File: src/rtl/seq_divider_pkg.sv
// seq_divider_pkg: shared FSM states and counter sizing for the sequential divider
package seq_divider_pkg;
  typedef enum logic [1:0] {IDLE, RUN, DONE} state_t;
  function automatic int cnt_bits(input int w);
    return $clog2(w + 1);
  endfunction
endpackage

File: src/rtl/div_step.sv
// div_step: one combinational restoring-division step, subtracting by adding the complement with carry-in
module div_step #(parameter int WIDTH = 4) (
  input  logic [WIDTH-1:0] r,
  input  logic [WIDTH-1:0] q,
  input  logic [WIDTH-1:0] d,
  output logic [WIDTH-1:0] r_next,
  output logic [WIDTH-1:0] q_next
);
  logic [WIDTH:0] r_sh, d_inv, t;
  logic carry, unused_top;
  assign r_sh = {r, q[WIDTH-1]};
  assign d_inv = ~{1'b0, d};
  assign {carry, t} = {1'b0, r_sh} + {1'b0, d_inv} + {{(WIDTH + 1){1'b0}}, 1'b1};
  assign {unused_top, r_next} = carry ? t : r_sh;
  assign q_next = {q[WIDTH-2:0], carry};
endmodule

File: src/rtl/seq_divider.sv
// seq_divider: unsigned restoring divider producing one quotient bit per clock behind a start/done handshake
module seq_divider
  import seq_divider_pkg::*;
#(parameter int WIDTH = 4) (
  input  logic             clk,
  input  logic             reset,
  input  logic             start,
  input  logic [WIDTH-1:0] dividend,
  input  logic [WIDTH-1:0] divisor,
  output logic             busy,
  output logic             done,
  output logic [WIDTH-1:0] quotient,
  output logic [WIDTH-1:0] remainder,
  output logic             div_by_zero
);
  localparam int CW = cnt_bits(WIDTH);
  state_t state, state_next;
  logic [CW-1:0] cnt;
  logic [WIDTH-1:0] r_acc, q_acc, d_reg, r_next, q_next;
  logic last_step, accept;
  div_step #(.WIDTH(WIDTH)) u_step (
    .r(r_acc), .q(q_acc), .d(d_reg), .r_next(r_next), .q_next(q_next)
  );
  assign last_step = cnt == CW'(1);
  assign accept = state == IDLE && start;
  // state register; reset abandons any operation in flight
  always_ff @(posedge clk or posedge reset)
    if (reset) state <= IDLE;
    else state <= state_next;
  // next state and handshake outputs
  always_comb begin
    state_next = IDLE;
    busy = state == RUN;
    done = state == DONE;
    if (state == IDLE) state_next = start ? (divisor != '0 ? RUN : DONE) : IDLE;
    else if (state == RUN) state_next = last_step ? DONE : RUN;
  end
  // operand capture, iteration and result registers; divide-by-zero resolves at capture
  always_ff @(posedge clk or posedge reset)
    if (reset) begin
      cnt <= '0;
      r_acc <= '0;
      q_acc <= '0;
      d_reg <= '0;
      quotient <= '0;
      remainder <= '0;
      div_by_zero <= 1'b0;
    end else if (accept) begin
      div_by_zero <= divisor == '0;
      r_acc <= '0;
      q_acc <= dividend;
      d_reg <= divisor;
      cnt <= divisor == '0 ? '0 : CW'(WIDTH);
      if (divisor == '0) begin
        quotient <= '1;
        remainder <= dividend;
      end
    end else if (state == RUN) begin
      r_acc <= r_next;
      q_acc <= q_next;
      cnt <= cnt - CW'(1);
      if (last_step) begin
        quotient <= q_next;
        remainder <= r_next;
      end
    end
endmodule

File: config.mk
export PLATFORM = sky130hd
export DESIGN_NAME = seq_divider
export DESIGN_NICKNAME = d
export VERILOG_FILES = /design/src/rtl/seq_divider_pkg.sv /design/src/rtl/div_step.sv /design/src/rtl/seq_divider.sv
export SDC_FILE = /design/constraint.sdc
export NUM_CORES = 1
export LEC_CHECK = 0
export ABC_AREA = 0
export CAP_MARGIN = 15
export CORE_AREA = 4 4 65 67
export CTS_BUF_LIST = sky130_fd_sc_hd__clkbuf_16
export CTS_CLUSTER_DIAMETER = 100
export CTS_CLUSTER_SIZE = 25
export DETAILED_ROUTE_END_ITERATION = 10
export DIE_AREA = 0 0 69 71
export SLEW_MARGIN = 20
export SYNTH_ARGS = -nofsm -noshare
export SYNTH_HDL_FRONTEND = slang
export SYNTH_SLANG_ARGS = --single-unit
export TNS_END_PERCENT = 10
File: constraint.sdc
create_clock -name clk -period 3.05 [get_ports clk]
set_clock_uncertainty 0.1 [all_clocks]
set_input_delay 0.305 -clock clk [delete_from_list [all_inputs] [get_ports clk]]
set_output_delay 0.305 -clock clk [all_outputs]
set_load 0.02 [all_outputs]
==> results.txt, run 1 <==
CTS Root Cell: clkbuf_16
Slowest Stage Delay on Critical Path: 0.43 ns
P_leak: 0.000731 uW
TritonCTS clock tree: done
initial antenna violation count: 0
layout net count: 176
Iteration-0 DRC Markers: 38
sequential cell area fraction in the yosys report: 0.490
clock latency on the worst-skew pair: 0.25 ns
Post-CTS Setup Repair Bufs: 0
final setup fails: 0
overall via count from detail_route: 998
CP Data Required Time: 3.12 ns
CP max FO: 7
drt drc: 0
GR Overflow Total: 0
Tot GR Track Use: 0.115
Pwr Total: 1980 uW
Util after Layout: 0.458
Die Span Y: 71 um
Worst EP arrival: 2.27 ns
Synth-to-Final Area Change: 25.2%
worst-path cell chain: ha_1 -> nor2b_1 -> o31a_1 -> nor3_4 -> mux2_2 -> o21ai_0
slew margin rel.: 0.637
final worst-path cycle share: 0.720
Final Hold Viols: 0
PortBufs: 21
Num CTS Buffers: 3
WL/cell: 13.2 um
cell taking the most area after synthesis: dfrtp_1
Worst setup SP type: flip-flop
number of synthesized flops with an enable pin: 0
max-cap viol count: 0
top cells by area, synth: dfrtp_1 49%, nand2_1 7.9%, ha_1 5.6%
die width: 69 um
post-cts sizing count: 0
io pins: 22
Most used DFF post-synth: dfrtp_1
H-tree depth: 1
Cell variety after synth: 38
DRT Wirelength: 2710 um
Clock Sinks: 26
first-pass GRT wire length: 4620 um
mapped cell area: 1330 um2
pwr/cell area: 1190 nW/um2
fmax: 455 MHz
Mapped Nets: 153
vias in the first global route: 981
share of cells above drive strength 1: 0.0955
hpwl dp: 2070 um
pin count of the biggest net entering global routing: 27
Worst setup EP type: flip-flop
cells after synthesis: 135
final critical-path required period: 2.20 ns
clk buf depth: 2
RePlAce Congestion: 0.799
setup repair after global routing missed its margin: false
Fin Setup TNS: 0 ns
Via-to-Cell Ratio: 4.87
Worst Max-Slew Pin Slew: 0.544 ns
Yosys reg bits: 26
most frequent cells after synthesis: 28 x nand2_1, 26 x dfrtp_1, 11 x inv_1, 9 x nor2_1, 7 x o21ai_0
Die ar.: 4900 um2
status: finished clean
Yosys warnings: 0
CP max stage cell: dfrtp_1
Slew Limit Fails: 0
most common cell in the netlist: nand2_1
Row Count: 22
Peak VDD IR: 0.000471 V
Core ar.: 3630 um2
Post-CTS Hold Fix Bufs: 0
synthesized area per cell: 9.84 um2
Starting Density: 0.366
critical setup path kind: reg2reg
final antenna-violating net count: 0
area share of the largest cell type after synthesis: 0.490
DRT Pass-1 Iters: 4
Min-Delay Path Class: in2async
Inserted Diodes: 0
Clk pin slew, worst setup/hold paths: 0.06 ns
fraction of registers with async set/reset: 1.00
[path summary, 6_finish.rpt]
kind                                      to  slack (ns)  cells after the start  startpoint
max in group asynchronous       remainder[2]        2.17                      2       reset
worst max-delay path                r_acc[1]        0.85                      6    r_acc[0]
min in group clk                    d_reg[0]        0.39                      2    d_reg[0]
worst max register to register      r_acc[1]        0.85                      6    r_acc[0]
worst min register to register      d_reg[0]        0.39                      2    d_reg[0]
worst min-delay path                  cnt[0]        0.32                      2       reset
[layout make-up]
class	instances	area, um2
fill	362	1970
sequential	26	651
multi-input combinational	93	612
timing repair buffer	22	218
clock buffer	3	75.1
tap	48	60.1
inverter	12	45.0
clock inverter	1	3.75
[routing by layer]
layer,global-route usage,up-vias,share of wire
met4,0.0130,0,0.0033
li1,-,502,-
met2,0.185,24,0.47
met5,0,-,0
met3,0.0355,2,0.042
met1,0.158,470,0.48
[cell families (layout without fill, tap and decap cells)]
logic type	Yosys count	in the layout	share of synthesized area
AO/OA/AOI/OAI	26	26	0.127
XOR/XNOR	2	2	0.0132
adder cells (fa/ha/maj)	7	7	0.0716
buffers and inverters	16	38	0.0499
flip-flops	26	26	0.490
multiplexers	7	7	0.0556
AND/OR/NAND/NOR	51	51	0.193
[cell usage in the layout, fill, tap and decap left out, types with 2 or more instances in the layout]
master            n
inv_1            10
ha_1              6
nand2_1          28
o21a_1            2
a21oi_1           3
clkbuf_16         3
inv_2             2
mux2i_1           4
mux2_2            3
nor2_1            9
o22ai_1           2
nor2b_1           2
clkdlybuf4s50_1  21
a31oi_1           5
o21ai_0           7
and2_1            2
dfrtp_1          26
[where the power goes]
group          total [uW]  leakage, uW  switching (uW)  internal [uW]
combinational        1060     0.000383             552            509
sequential            638     0.000309             121            517
clock                 284    0.0000385             109            175
total                1980     0.000731             781           1200
[through the flow]
step	area (um2)	std cells	hold WS (ns)	worst slack (ns)
2_1_floorplan	1330	135	0.245	1.06
3_3_place_gp	1590	201	0.383	0.816
3_5_place_dp	1590	201	0.385	0.715
4_1_cts	1660	205	0.399	0.848
5_1_grt	1660	205	0.381	0.757
6_report	1660	205	0.315	0.853
[worst max-delay path, delay by kind of cell, from the launching register on]
family | cells | cell delay, ns
and+or+nand+nor | 2 | 0.44
AOI/OAI and AO/OA | 2 | 0.43
DFF | 1 | 0.43
muxes | 1 | 0.41
adders and majority gates | 1 | 0.30
No activity file was read; power rests on OpenSTA's default activity.
==> inputs of run 2 (changes only) <==
clock period = 1.76 ns   (was 3.05 ns; I/O delays follow)
==> results.txt, run 2 (synthesized netlist as in run 1, its figures left out) <==
Inserted Diodes: 0 (unchanged)
Worst EP arrival: 2.11 ns (-0.16 ns)
first-pass GRT wire length: 5310 um (+15%)
setup repair after global routing missed its margin: true
Tot GR Track Use: 0.131 (+0.0161)
Via-to-Cell Ratio: 4.85 (-0.32%)
Slew Limit Fails: 0 (unchanged)
initial antenna violation count: 0 (unchanged)
drt drc: 0 (unchanged)
Util after Layout: 0.523 (+0.0651)
Die Span Y: 71 um (unchanged)
io pins: 22 (unchanged)
Die ar.: 4900 um2 (unchanged)
Row Count: 22 (unchanged)
final worst-path cycle share: 1.14 (+0.419)
worst-path cell chain: ha_1 -> nor2b_1 -> o31a_1 -> nor3_4 -> buf_4 -> mux2i_2 -> mux2_2
DRT Pass-1 Iters: 4 (unchanged)
CP top delay family: flip-flops
CP Buf/Inv Count: 1 (+1)
WL/cell: 13.7 um (+3.8%)
share of cells above drive strength 1: 0.240 (+0.145)
RePlAce Congestion: 0.860 (+7.7%)
final setup fails: 9 (+9)
failing checks: setup timing
DP Area: 1780 um2 (+12%)
pwr/cell area: 2110 nW/um2 (+77%)
CP max stage cell: dfrtp_1
Slowest Stage Delay on Critical Path: 0.40 ns (-0.03 ns)
fmax: 499 MHz (+9.5%)
Num CTS Buffers: 3 (unchanged)
final antenna-violating net count: 0 (unchanged)
Clk pin slew, worst setup/hold paths: 0.07 ns (about the same)
clock latency on the worst-skew pair: 0.26 ns (about the same)
P_leak: 0.000890 uW (+22%)
Starting Density: 0.366 (unchanged)
pre-CTS setup slack: -0.233 ns (-0.949 ns)
layout net count: 202 (+15%)
Worst setup EP type: flip-flop
overall via count from detail_route: 1121 (+12%)
Worst Max-Slew Pin Slew: 0.341 ns (-0.203 ns)
vias in the first global route: 1126 (+15%)
PortBufs: 21 (unchanged)
leading cell type in the layout, fill and taps excluded: nand2_1
pin count of the biggest net entering global routing: 27 (unchanged)
Final Hold Viols: 0 (unchanged)
TritonCTS clock tree: done
Peak VDD IR: 0.000716 V (+52%)
Core ar.: 3630 um2 (unchanged)
GR Overflow Total: 0 (unchanged)
hpwl dp: 2380 um (+15%)
slew margin rel.: 0.773 (+0.136)
Worst setup SP type: flip-flop
Clock Sinks: 26 (unchanged)
clk buf depth: 2 (unchanged)
Post-CTS Setup Repair Bufs: 0 (unchanged)
Min-Delay Path Class: in2async
Hold WS: 0.162 ns (-0.153 ns)
CTS Root Cell: clkbuf_16
DRT Wirelength: 3170 um (+17%)
commonest cells after routing, fill and taps aside: 28 x nand2_1, 27 x buf_4, 26 x dfrtp_1
final critical-path required period: 2.01 ns (-0.191 ns)
CP Data Required Time: 1.86 ns (-1.26 ns)
Worst Slack Setup Final: -0.245 ns (-1.10 ns)
die width: 69 um (unchanged)
critical setup path kind: reg2reg
Iteration-0 DRC Markers: 62 (+63%)
CP max FO: 3 (-4)
Fin Setup TNS: -1.83 ns (-1.83 ns)
status: finished, violations left
max-cap viol count: 0 (unchanged)
Synth-to-Final Area Change: 43.0%
Layout Cell Area excl Fill: 1900 um2 (+14%)
H-tree depth: 1 (unchanged)
[run 2: changes by cell type in the layout (fill, tap and decap cells not counted), sizes merged]
cell	delta
bufinv	+1
dlygate4sd2	+1
clkdlybuf4s50	-2
dlymetal6s2s	+1
buf	+26
clkinv	-1
[run 2: cell type report]
type	instances	area, um2
timing repair buffer	48	414
inverter	12	45.0
clock inverter	1	30.0
multi-input combinational	93	626
clock buffer	3	75.1
fill	340	1730
sequential	26	651
tap	48	60.1
[run 2: metrics by stage]
stage	cells	power, uW
after floorplan	135	2420
after global placement	227	3210
after detailed placement	227	3290
after CTS	231	3970
after global routing	231	4320
final	231	4010
[run 2: repair_timing]
item                                    CTS  global route
resized for setup                         1             4
endpoints found under the hold margin     0             0
hold buffers                              0             0
endpoints found under the setup margin   10            11
pin swaps                                 2             0
gates cloned                              0             0
[run 2: worst paths after layout]
kind                                   from          end  slack, ns  cells after the start
worst max-delay path               r_acc[0]     r_acc[2]      -0.25                      7
worst min-delay path                  reset  div_by_zero       0.16                      3
worst max register to register     r_acc[0]     r_acc[2]      -0.25                      7
worst min register to register  div_by_zero  div_by_zero       0.38                      2
max in group asynchronous             reset       cnt[0]       1.13                      3
min in group clk                div_by_zero  div_by_zero       0.38                      2
[run 2: power by group]
group	internal (uW)	total, uW	leakage (uW)	switching, uW
Clock	453	664	0.0000511	211
Combinational	1170	2250	0.000529	1080
Sequential	895	1100	0.000309	200
[run 2: layer usage]
metal  track usage  share of wire  wire length (um)
met1         0.173           0.47              1500
met2         0.222           0.48              1540
met3        0.0298          0.040               126
met4        0.0260         0.0038                12
met5             0              0                 0
[run 2: tightest hold or removal path: stages]
cell and delay (ns):
clkdlybuf4s50_1 0.39, inv_1 0.05, buf_4 0.31
==> inputs of run 3 (changes only) <==
CORE_AREA = 3 3 64 66   (was 4 4 65 67)
DIE_AREA = 0 0 67 69   (was 0 0 69 71)
==> results.txt, run 3 (synthesized netlist as in run 1, its figures left out) <==
status: finished, violations left
failing checks: setup timing
reg2reg setup slack: -0.23 ns (+0.02 ns)
Worst setup SP type: flip-flop
overall via count from detail_route: 1111 (-0.89%)
Starting Density: 0.366 (unchanged)
setup repair after global routing missed its margin: true
Filler Cells Inserted: 337 (-0.88%)
GR Overflow Total: 0 (unchanged)
critical setup path kind: reg2reg
clk buf depth: 2 (unchanged)
commonest cells after routing, fill and taps aside: 30 x buf_4, 28 x nand2_1, 26 x dfrtp_1
clock latency on the worst-skew pair: 0.26 ns (about the same)
leading cell type in the layout, fill and taps excluded: buf_4
Inserted Diodes: 0 (unchanged)
CTS Root Cell: clkbuf_16
Layout Cell Area excl Fill: 1940 um2 (+2.0%)
Die ar.: 4620 um2 (-5.6%)
Core ar.: 3630 um2 (unchanged)
Worst Slack Setup Final: -0.229 ns (+0.0160 ns)
io pins: 22 (unchanged)
final setup fails: 9 (unchanged)
Cell Int Power: 2570 uW (+2.1%)
Setup crit start: r_acc[0]
DRT Wirelength: 3120 um (-1.5%)
Final Hold Viols: 0 (unchanged)
Tot GR Track Use: 0.153 (+0.0214)
CP top delay family: multiplexers
TritonCTS clock tree: done
final critical-path required period: 1.99 ns (-0.0160 ns)
layout net count: 205 (+1.5%)
RePlAce Congestion: 0.815 (-5.3%)
CP max FO: 3 (unchanged)
CP Buf/Inv Count: 1 (unchanged)
DRT Pass-1 Iters: 4 (unchanged)
Via-to-Cell Ratio: 4.75 (-2.2%)
DP Area: 1800 um2 (+1.3%)
FF-to-FF path depth: 7 (unchanged)
Post-CTS Setup Repair Bufs: 0 (unchanged)
Die Span Y: 69 um (-2.8%)
sw frac: 0.372 (about the same)
Worst setup EP type: flip-flop
share of cells above drive strength 1: 0.263 (+0.0230)
Row Count: 22 (unchanged)
Num CTS Buffers: 3 (unchanged)
WL/cell: 13.4 um (-2.8%)
pin count of the biggest net entering global routing: 27 (unchanged)
H-tree depth: 1 (unchanged)
Slowest Stage Delay on Critical Path: 0.38 ns (-0.02 ns)
die width: 67 um (-2.9%)
Peak VDD IR: 0.000787 V (+9.8%)
slew margin rel.: 0.775 (+0.00267)
Comb pwr share: 0.568 (+0.007)
RR Startpoint: r_acc[0]
Reg power frac: 0.268 (-0.005)
first-pass GRT wire length: 5510 um (+3.8%)
Post-CTS Hold Fix Bufs: 0 (unchanged)
Slew Limit Fails: 0 (unchanged)
Clk pin slew, worst setup/hold paths: 0.07 ns (about the same)
drt drc: 0 (unchanged)
vias in the first global route: 1197 (+6.3%)
CP max stage cell: dfrtp_1
Critical R2R Capture: r_acc[2]
Clk pwr share: 0.164 (-0.002)
final antenna-violating net count: 0 (unchanged)
CP Data Required Time: 1.86 ns (about the same)
Worst Max-Slew Pin Slew: 0.337 ns (-0.00400 ns)
PortBufs: 21 (unchanged)
worst-path cell chain: ha_1 -> nor2b_1 -> o31a_1 -> nor3_4 -> buf_4 -> mux2i_2 -> mux2_2
hpwl dp: 2410 um (+1.5%)
pwr/cell area: 2110 nW/um2 (about the same)
max-cap viol count: 0 (unchanged)
pre-CTS setup slack: -0.290 ns (-0.0566 ns)
Clock Sinks: 26 (unchanged)
P_leak: 0.000894 uW (+0.45%)
Sw Pwr: 1520 uW (+2.1%)
Worst EP arrival: 2.09 ns (-0.02 ns)
fmax: 503 MHz (+0.81%)
Min-Delay Path Class: in2async
final worst-path cycle share: 1.13 (-0.00912)
Iteration-0 DRC Markers: 37 (-40%)
initial antenna violation count: 0 (unchanged)
Synth-to-Final Area Change: 46.0%
run 3: cell types whose count changed in the layout (fill, tap and decap cells not counted):
cell,delta
buf_4,+3
a21oi_2,-1
a21oi_4,+1
a31oi_1,+1
a31oi_2,-1
dlygate4sd2_1,+1
dlymetal6s2s_1,-1
ha_1,-1
ha_4,+1
nor2b_1,-1
nor2b_2,+1
o21ai_0,-1
o21ai_2,+1
run 3: layer usage:
metal | routed length [um] | track usage
met3 | 109 | 0.0261
met1 | 1450 | 0.207
met2 | 1510 | 0.243
met4 | 53 | 0.0495
met5 | 0 | 0
run 3: timing repair:
| action | 4_1_cts | 5_1_grt |
|---|---|---|
| resized for setup | 7 | 2 |
| setup endpoints to repair | 11 | 12 |
| pin swaps | 2 | 1 |
| cloned | 0 | 0 |
| endpoints found under the hold margin | 0 | 0 |
run 3: power by group through the flow:
stage	clock [uW]	combinational, uW	sequential [uW]
2_1_floorplan	0	1230	1190
3_3_place_gp	0	2150	1090
3_5_place_dp	0	2230	1110
4_1_cts	683	2330	1100
5_1_grt	705	2570	1140
6_report	670	2320	1100
run 3: worst max path at each step:
stage,endpoint,cells past startpoint,slack [ns]
2_1_floorplan,r_acc[1],6,-0.23
3_3_place_gp,remainder[1],8,-0.22
3_5_place_dp,r_acc[1],6,-0.29
4_1_cts,r_acc[2],7,-0.23
5_1_grt,r_acc[2],7,-0.33
6_report,r_acc[2],7,-0.23
run 3: per-stage QoR:
stage / util / hold WS, ns / setup TNS (ns) / cells / power [uW]
after floorplan: - / 0.116 / -1.29 / 135 / 2420
after global placement: 0.496 / 0.365 / -1.91 / 230 / 3240
after global routing: 0.534 / 0.208 / -2.60 / 234 / 4420
final: 0.534 / 0.166 / -1.73 / 234 / 4090
after detailed placement: 0.496 / 0.377 / -2.16 / 230 / 3340
after CTS: 0.531 / 0.179 / -1.74 / 234 / 4110
run 3: layout make-up:
class / instances / area [um2] / area share
inverters: 12 / 45.0 / 0.0232
repair buffers: 51 / 433 / 0.223
multi-input cells: 93 / 646 / 0.333
well taps: 48 / 60.1 / 0.0310
clock buffers: 3 / 75.1 / 0.0387
clock inverters: 1 / 30.0 / 0.0155
flip-flops and latches: 26 / 651 / 0.335
run 3: tightest hold or removal path: stages:
cell	delay, ns
clkdlybuf4s50_1	0.39
inv_1	0.05
buf_4	0.31
